**config.mk**
```make
export PLATFORM = sky130hd
export DESIGN_NAME = lcd_char_receiver
export DESIGN_NICKNAME = d
export VERILOG_FILES = /design/src/rtl/lcd_char_receiver.sv
export SDC_FILE = /design/constraint.sdc
export NUM_CORES = 1
export LEC_CHECK = 0
export BUFFER_PORTS_ARGS = -buffer_cell sky130_fd_sc_hd__buf_2
export CELL_PAD_IN_SITES_DETAIL_PLACEMENT = 1
export CELL_PAD_IN_SITES_GLOBAL_PLACEMENT = 2
export CORE_ASPECT_RATIO = 0.75
export CORE_MARGIN = 2
export CORE_UTILIZATION = 46
export CTS_CLUSTER_SIZE = 20
export DETAILED_ROUTE_END_ITERATION = 10
export MAX_ROUTING_LAYER = met4
export PLACE_DENSITY_LB_ADDON = 0.1
export SETUP_SLACK_MARGIN = 0.5
export SYNTH_ARGS = -nofsm -noshare
export SYNTH_HDL_FRONTEND = slang
export SYNTH_SLANG_ARGS = --single-unit
export TNS_END_PERCENT = 10
```
**constraint.sdc**
```tcl
create_clock -name fpga_clk_i -period 12.36 [get_ports fpga_clk_i]
set_clock_uncertainty 0.15 [all_clocks]
set_input_delay 2.472 -clock fpga_clk_i [delete_from_list [all_inputs] [get_ports fpga_clk_i]]
set_output_delay 2.472 -clock fpga_clk_i [all_outputs]
set_load 0.005 [all_outputs]
```
**src/rtl/lcd_char_receiver.sv**
```systemverilog
// HD44780-style 8-bit parallel LCD receiver: captures bus transfers on enable fall,
// decodes commands and characters into a 2x16 buffer with cursor and a registered read port.
`timescale 1ns/1ps
module lcd_char_receiver #(
  parameter int unsigned BUSY_CYCLES = 4
) (
  input  logic       fpga_clk_i,
  input  logic       fpga_reset_i,
  input  logic [7:0] lcd_data_i,
  input  logic       lcd_reset_i,
  input  logic       lcd_enable_i,
  input  logic [4:0] rd_addr_i,
  output logic [7:0] rd_char_o,
  output logic       valid_o,
  output logic       busy_o,
  output logic [4:0] cursor_o,
  output logic       display_on_o,
  output logic       init_done_o,
  output logic       error_o
);

  localparam int unsigned BUSY_LOAD = (BUSY_CYCLES > 0) ? BUSY_CYCLES - 1 : 0;
  localparam int unsigned BCW       = (BUSY_CYCLES > 1) ? $clog2(BUSY_CYCLES) : 1;

  typedef enum logic [1:0] {ST_IDLE, ST_EXEC, ST_CLEAR, ST_BUSY} state_t;

  state_t         state;
  logic [7:0]     data_s1, data_s2, cap_data, cmd;
  logic           rs_s1, rs_s2, cap_rs, cmd_rs;
  logic           en_s1, en_s2, en_s2_q, fall_q;
  logic           fall;
  logic           entry_inc;
  logic [4:0]     clr_idx;
  logic [BCW-1:0] busy_cnt;
  logic [7:0]     char_buf [32];
  logic           wr_en;
  logic [4:0]     wr_addr;
  logic [7:0]     wr_data;

  assign fall = en_s2_q & ~en_s2;

  // Synchronizers plus a registered edge flag; data/RS are snapshotted with the edge.
  always_ff @(posedge fpga_clk_i or posedge fpga_reset_i) begin
    if (fpga_reset_i) begin
      data_s1  <= '0;
      data_s2  <= '0;
      rs_s1    <= 1'b0;
      rs_s2    <= 1'b0;
      en_s1    <= 1'b0;
      en_s2    <= 1'b0;
      en_s2_q  <= 1'b0;
      fall_q   <= 1'b0;
      cap_data <= '0;
      cap_rs   <= 1'b0;
    end else begin
      // NOTE: sequential state uses non-blocking assignments so every flop samples pre-edge values.
      data_s1 <= lcd_data_i;
      data_s2 <= data_s1;
      rs_s1   <= lcd_reset_i;
      rs_s2   <= rs_s1;
      en_s1   <= lcd_enable_i;
      en_s2   <= en_s1;
      en_s2_q <= en_s2;
      fall_q  <= fall;
      if (fall) begin
        cap_data <= data_s2;
        cap_rs   <= rs_s2;
      end
    end
  end

  always_ff @(posedge fpga_clk_i or posedge fpga_reset_i) begin
    if (fpga_reset_i) begin
      state        <= ST_IDLE;
      cmd          <= '0;
      cmd_rs       <= 1'b0;
      cursor_o     <= '0;
      entry_inc    <= 1'b1;
      display_on_o <= 1'b0;
      init_done_o  <= 1'b0;
      error_o      <= 1'b0;
      valid_o      <= 1'b0;
      busy_o       <= 1'b0;
      clr_idx      <= '0;
      busy_cnt     <= '0;
    end else begin
      valid_o <= 1'b0;
      if (state != ST_IDLE && fall_q) error_o <= 1'b1;
      unique case (state)
        ST_IDLE: begin
          if (fall_q) begin
            cmd    <= cap_data;
            cmd_rs <= cap_rs;
            busy_o <= 1'b1;
            state  <= ST_EXEC;
          end
        end
        ST_EXEC: begin
          valid_o  <= 1'b1;
          state    <= ST_BUSY;
          busy_cnt <= BCW'(BUSY_LOAD);
          if (cmd_rs) begin
            cursor_o <= entry_inc ? cursor_o + 5'd1 : cursor_o - 5'd1;
          end else begin
            casez (cmd)
              8'b1???????: begin
                if (cmd[6:4] == 3'b000)      cursor_o <= {1'b0, cmd[3:0]};
                else if (cmd[6:4] == 3'b100) cursor_o <= {1'b1, cmd[3:0]};
                else                         error_o  <= 1'b1;
              end
              8'b001?????: init_done_o <= 1'b1;
              8'b0001????: begin
                if (!cmd[3]) cursor_o <= cmd[2] ? cursor_o + 5'd1 : cursor_o - 5'd1;
              end
              8'b00001???: display_on_o <= cmd[2];
              8'b000001??: entry_inc    <= cmd[1];
              8'b0000001?: cursor_o     <= '0;
              8'b00000001: begin
                cursor_o  <= '0;
                entry_inc <= 1'b1;
                clr_idx   <= 5'd1;
                state     <= ST_CLEAR;
              end
              // CGRAM address and 0x00 execute as no-ops.
              default: ;
            endcase
          end
        end
        ST_CLEAR: begin
          // Index 0 was written in EXEC; the wrap of clr_idx back to 0 marks the 32nd cycle.
          if (clr_idx == 5'd0) begin
            state    <= ST_BUSY;
            busy_cnt <= BCW'(BUSY_LOAD);
          end else begin
            clr_idx <= clr_idx + 5'd1;
          end
        end
        ST_BUSY: begin
          if (busy_cnt == '0) begin
            state  <= ST_IDLE;
            busy_o <= 1'b0;
          end else begin
            busy_cnt <= busy_cnt - 1'b1;
          end
        end
        default: state <= ST_IDLE;
      endcase
    end
  end

  always_comb begin
    // NOTE: every combinational output gets a default first so no path can infer a latch.
    wr_en   = 1'b0;
    wr_addr = cursor_o;
    wr_data = cmd;
    if (state == ST_EXEC && cmd_rs) begin
      wr_en = 1'b1;
    end else if (state == ST_EXEC && cmd == 8'h01) begin
      wr_en   = 1'b1;
      wr_addr = 5'd0;
      wr_data = 8'h20;
    end else if (state == ST_CLEAR && clr_idx != 5'd0) begin
      wr_en   = 1'b1;
      wr_addr = clr_idx;
      wr_data = 8'h20;
    end
  end

  always_ff @(posedge fpga_clk_i or posedge fpga_reset_i) begin
    if (fpga_reset_i) begin
      // NOTE: the buffer is built from resettable flops because reset must show a blank display at once.
      for (int i = 0; i < 32; i++) char_buf[i] <= 8'h20;
      rd_char_o <= '0;
    end else begin
      rd_char_o <= char_buf[rd_addr_i];
      if (wr_en) char_buf[wr_addr] <= wr_data;
    end
  end

endmodule
```
==> key figures <==
Run status
  – Status: completed

Yosys
  – Synthesized-area fraction occupied by adder cells: 0.745%
  – Post-synth EDFFs: 0
  – Post-synthesis sequential area ratio: 53.9%
  – Compound-Gate Fraction of Synth Area: 3.95%
  – Syn Nets: 1034
  – Synth cell count leaders: 291 x dfrtp_1, 281 x mux2_2, 80 x mux4_2, 48 x clkbuf_1, 33 x dfstp_2
  – Ys async rst share: 100%
  – Dominant synthesized flop cell: dfrtp_1
  – Mapped Area: 15100 µm²
  – Cells after Synth: around 1000
  – Syn avg cell area: roughly 15 µm²
  – XOR/XNOR Fraction of Synth Area: 0.348%
  – Synthesis warning total: 0
  – Synth Register Bits: 324
  – Mux share of post-synthesis cell area: 33.1%
  – Yosys top cell area share: 48.2%
  – Simple-gate share of the synthesized area: 5.57%
  – Largest family of logic cells by synthesized area: multiplexers
  – Cell with the most instances after synthesis: dfrtp_1
  – Synth top area cells: dfrtp_1 48%, mux2_2 21%, mux4_2 12%
  – Distinct cells, synth: 67
  – Synth area leader: dfrtp_1

Critical path
  – Worst EP arrival: between 5000 and 6000 ps
  – Worst-path cell chain: buf_4 > buf_4 > mux4_2 > mux4_2 > mux2_2
  – Slowest-stage cell, CP: buf_4
  – Critical path peak fanout: 43
  – Slowest stage delay, CP: approximately 760 ps
  – Worst EP required: 12630 ps
  – CP Launch Type: input pin
  – Crit. End Element: flop
  – Crit Path Class: input pin to flop
  – Buf/Inv on CP: 2
  – Worst path top cell family by delay: multiplexers

Route
  – Final ANT Viol Nets: 0
  – DRC violations left: 0
  – Vias per inst: roughly 6
  – Vias: between 8000 and 9000
  – WL/cell: 27.0 µm
  – Drt total wl: 40200 µm
  – Starting DRT DRC Count: 576
  – DRT Pass-1 Iters: 4

Run
  – Max-Cap Viols: 0

Placed design
  – DP HPWL: 25000 µm
  – Buffers on Ports: 34
  – Gpl congestion: a little under 0.8
  – Cell count after placement: 1426
  – Placed Instance Area: 15700 µm²

Cells and area
  – Area grow syn2layout: 11.0%
  – Final Net Count: 1047
  – Post-layout util: 51.8%
  – Non-filler cells in the finished layout: 1488
  – Fin area: 16800 µm²
  – Layout cells sized above 1: 50.7%
  – Number of diodes: 0

Floorplanning
  – Initial core utilization: 46.7%
  – I/O pin cnt: 35
  – Die span in y: between 150 and 200 µm
  – Die X: ~210 µm
  – Core ar.: 32400 µm²
  – Die area: 34300 µm²
  – Cell row count: 57

Timing
  – RSZ-0062 raised after global routing: false
  – Fin. max-slew vios: 0
  – Slew @ Worst Pin: around 1300 ps
  – Hold Vio Cnt, Final: 0
  – Tcrit/Tclk final: 39.1%
  – Setup_tns: 0 ps
  – Min cycle time layout: 4830 ps
  – FMAX: 207 MHz
  – Setup violators final: 0
  – Relative slew slack: 14.8%
  – Hold Slack: 199 ps

Pwr
  – Combinational Power Share: around a third
  – Sequential share of power: 42.5%
  – Switching Fraction: between 30% and 40%
  – Power Internal: 2630 µW
  – NetSw: 1370 µW
  – Leakage: approximately 0.0076 µW
  – Clock power frac: 25.5%
  – PD cells: 239 nW/µm²
  – Max VDD drop: 0.000107 V

Clock network
  – Worst-Skew Late Latency: 530 ps
  – Clk sinks: 324
  – Post-cts resize count: 0
  – H-tree depth: 2
  – CTS tree: yes
  – Num CTS Buffers: 35
  – Clk buf depth: 3
  – Post-CTS setup buffers: 0
  – Clk root buf: clkbuf_16
  – Clk slew on worst S/H paths: 60 ps
  – Cts hold-fix bufs: 0

GRT
  – Global-route wire length before repair: 61600 µm
  – Vias in the first global route: 9302
  – Grt total ovfl: 0
  – Total GRT Usage: 25.3%
  – Largest net degree at the start of global routing: 142
  – Antenna violations before repair: 0

Worst hold path
  – Hold Path Class: flop to flop
sequential cells by signal (all words and copies together), names as in the netlist, 2 cells and up:
name and count:
data_s2 8, cap_data 8, rd_char_o 8, data_s1 8
state 2, cmd 8, busy_cnt 2, cursor_o 5
clr_idx 5, char_buf 256
power by group through the flow:
stage	logic, µW	registers, µW	clock network, µW
floorplan	1020	1580	0
CTS	1290	1700	1050
global route	1400	1750	1090
global placement	1250	1710	0
finish	1280	1700	1020
detailed placement	1280	1710	0
cell usage in the layout (no fill, tap or decap), types with 4 or more instances in the layout:
cell        instances
dfrtp_1           291
ha_1                9
mux2_2            281
inv_1              16
clkbuf_8            5
nor2_1             23
or2_2               5
or3_1               4
o22ai_1             6
nor2_2              9
buf_4              14
o31ai_1             5
a32o_1              6
mux4_2             80
clkbuf_1            6
o21ai_0            14
clkinvlp_4          4
a21oi_1             8
clkinv_2            8
buf_2              33
nand3_1            12
nand2_1            29
nor4b_4             4
clkbuf_16          36
nor2b_1             9
nor4_1              5
nand2b_1            5
nand4_1             7
dfstp_2            33
and2_1              6
final cells by class:
class	count	area, µm²
fill	3103	15600
sequential	324	8150
multi-input combinational	596	6610
clock buffer	47	992
tap	442	553
timing repair buffer	47	270
clock inverter	15	125
inverter	17	71.3
worst paths after layout:
path	start	endpoint	slack [ps]	depth (start not counted)
max	rd_addr_i[0]	rd_char_o[1]	7530	5
min in group asynchronous	fpga_reset_i	data_s1[0]	2030	2
max in group asynchronous	fpga_reset_i	char_buf[194]	7790	4
max reg2reg	state[1]	char_buf[158]	7850	7
min reg2reg	data_s1[6]	data_s2[6]	200	0
min	data_s1[6]	data_s2[6]	200	0
per-stage QoR:
step | worst slack (ps) | power, µW
after floorplan | 823 | 2610
after global placement | 7010 | 2960
after detailed placement | 6910 | 2990
after CTS | 7490 | 4040
after global routing | 7350 | 4240
final | 7530 | 4010
cell families (layout without fill, tap and decap cells):
family / Yosys count / in the layout
AO/OA/AOI/OAI: 78 / 78
flip-flops: 324 / 324
buffers and inverters: 88 / 126
adder cells (fa/ha/maj): 9 / 9
AND/OR/NAND/NOR: 139 / 139
multiplexers: 364 / 364
XOR/XNOR: 6 / 6
routing by layer:
metal	part of all wire, %	vias to the layer above	track usage, %
li1	-	3807	-
met1	50	4753	38.6
met2	43	159	34.8
met3	4.7	49	4.72
met4	2.0	0	6.28
met5	0	-	-
(Power assumes the default switching activity.)
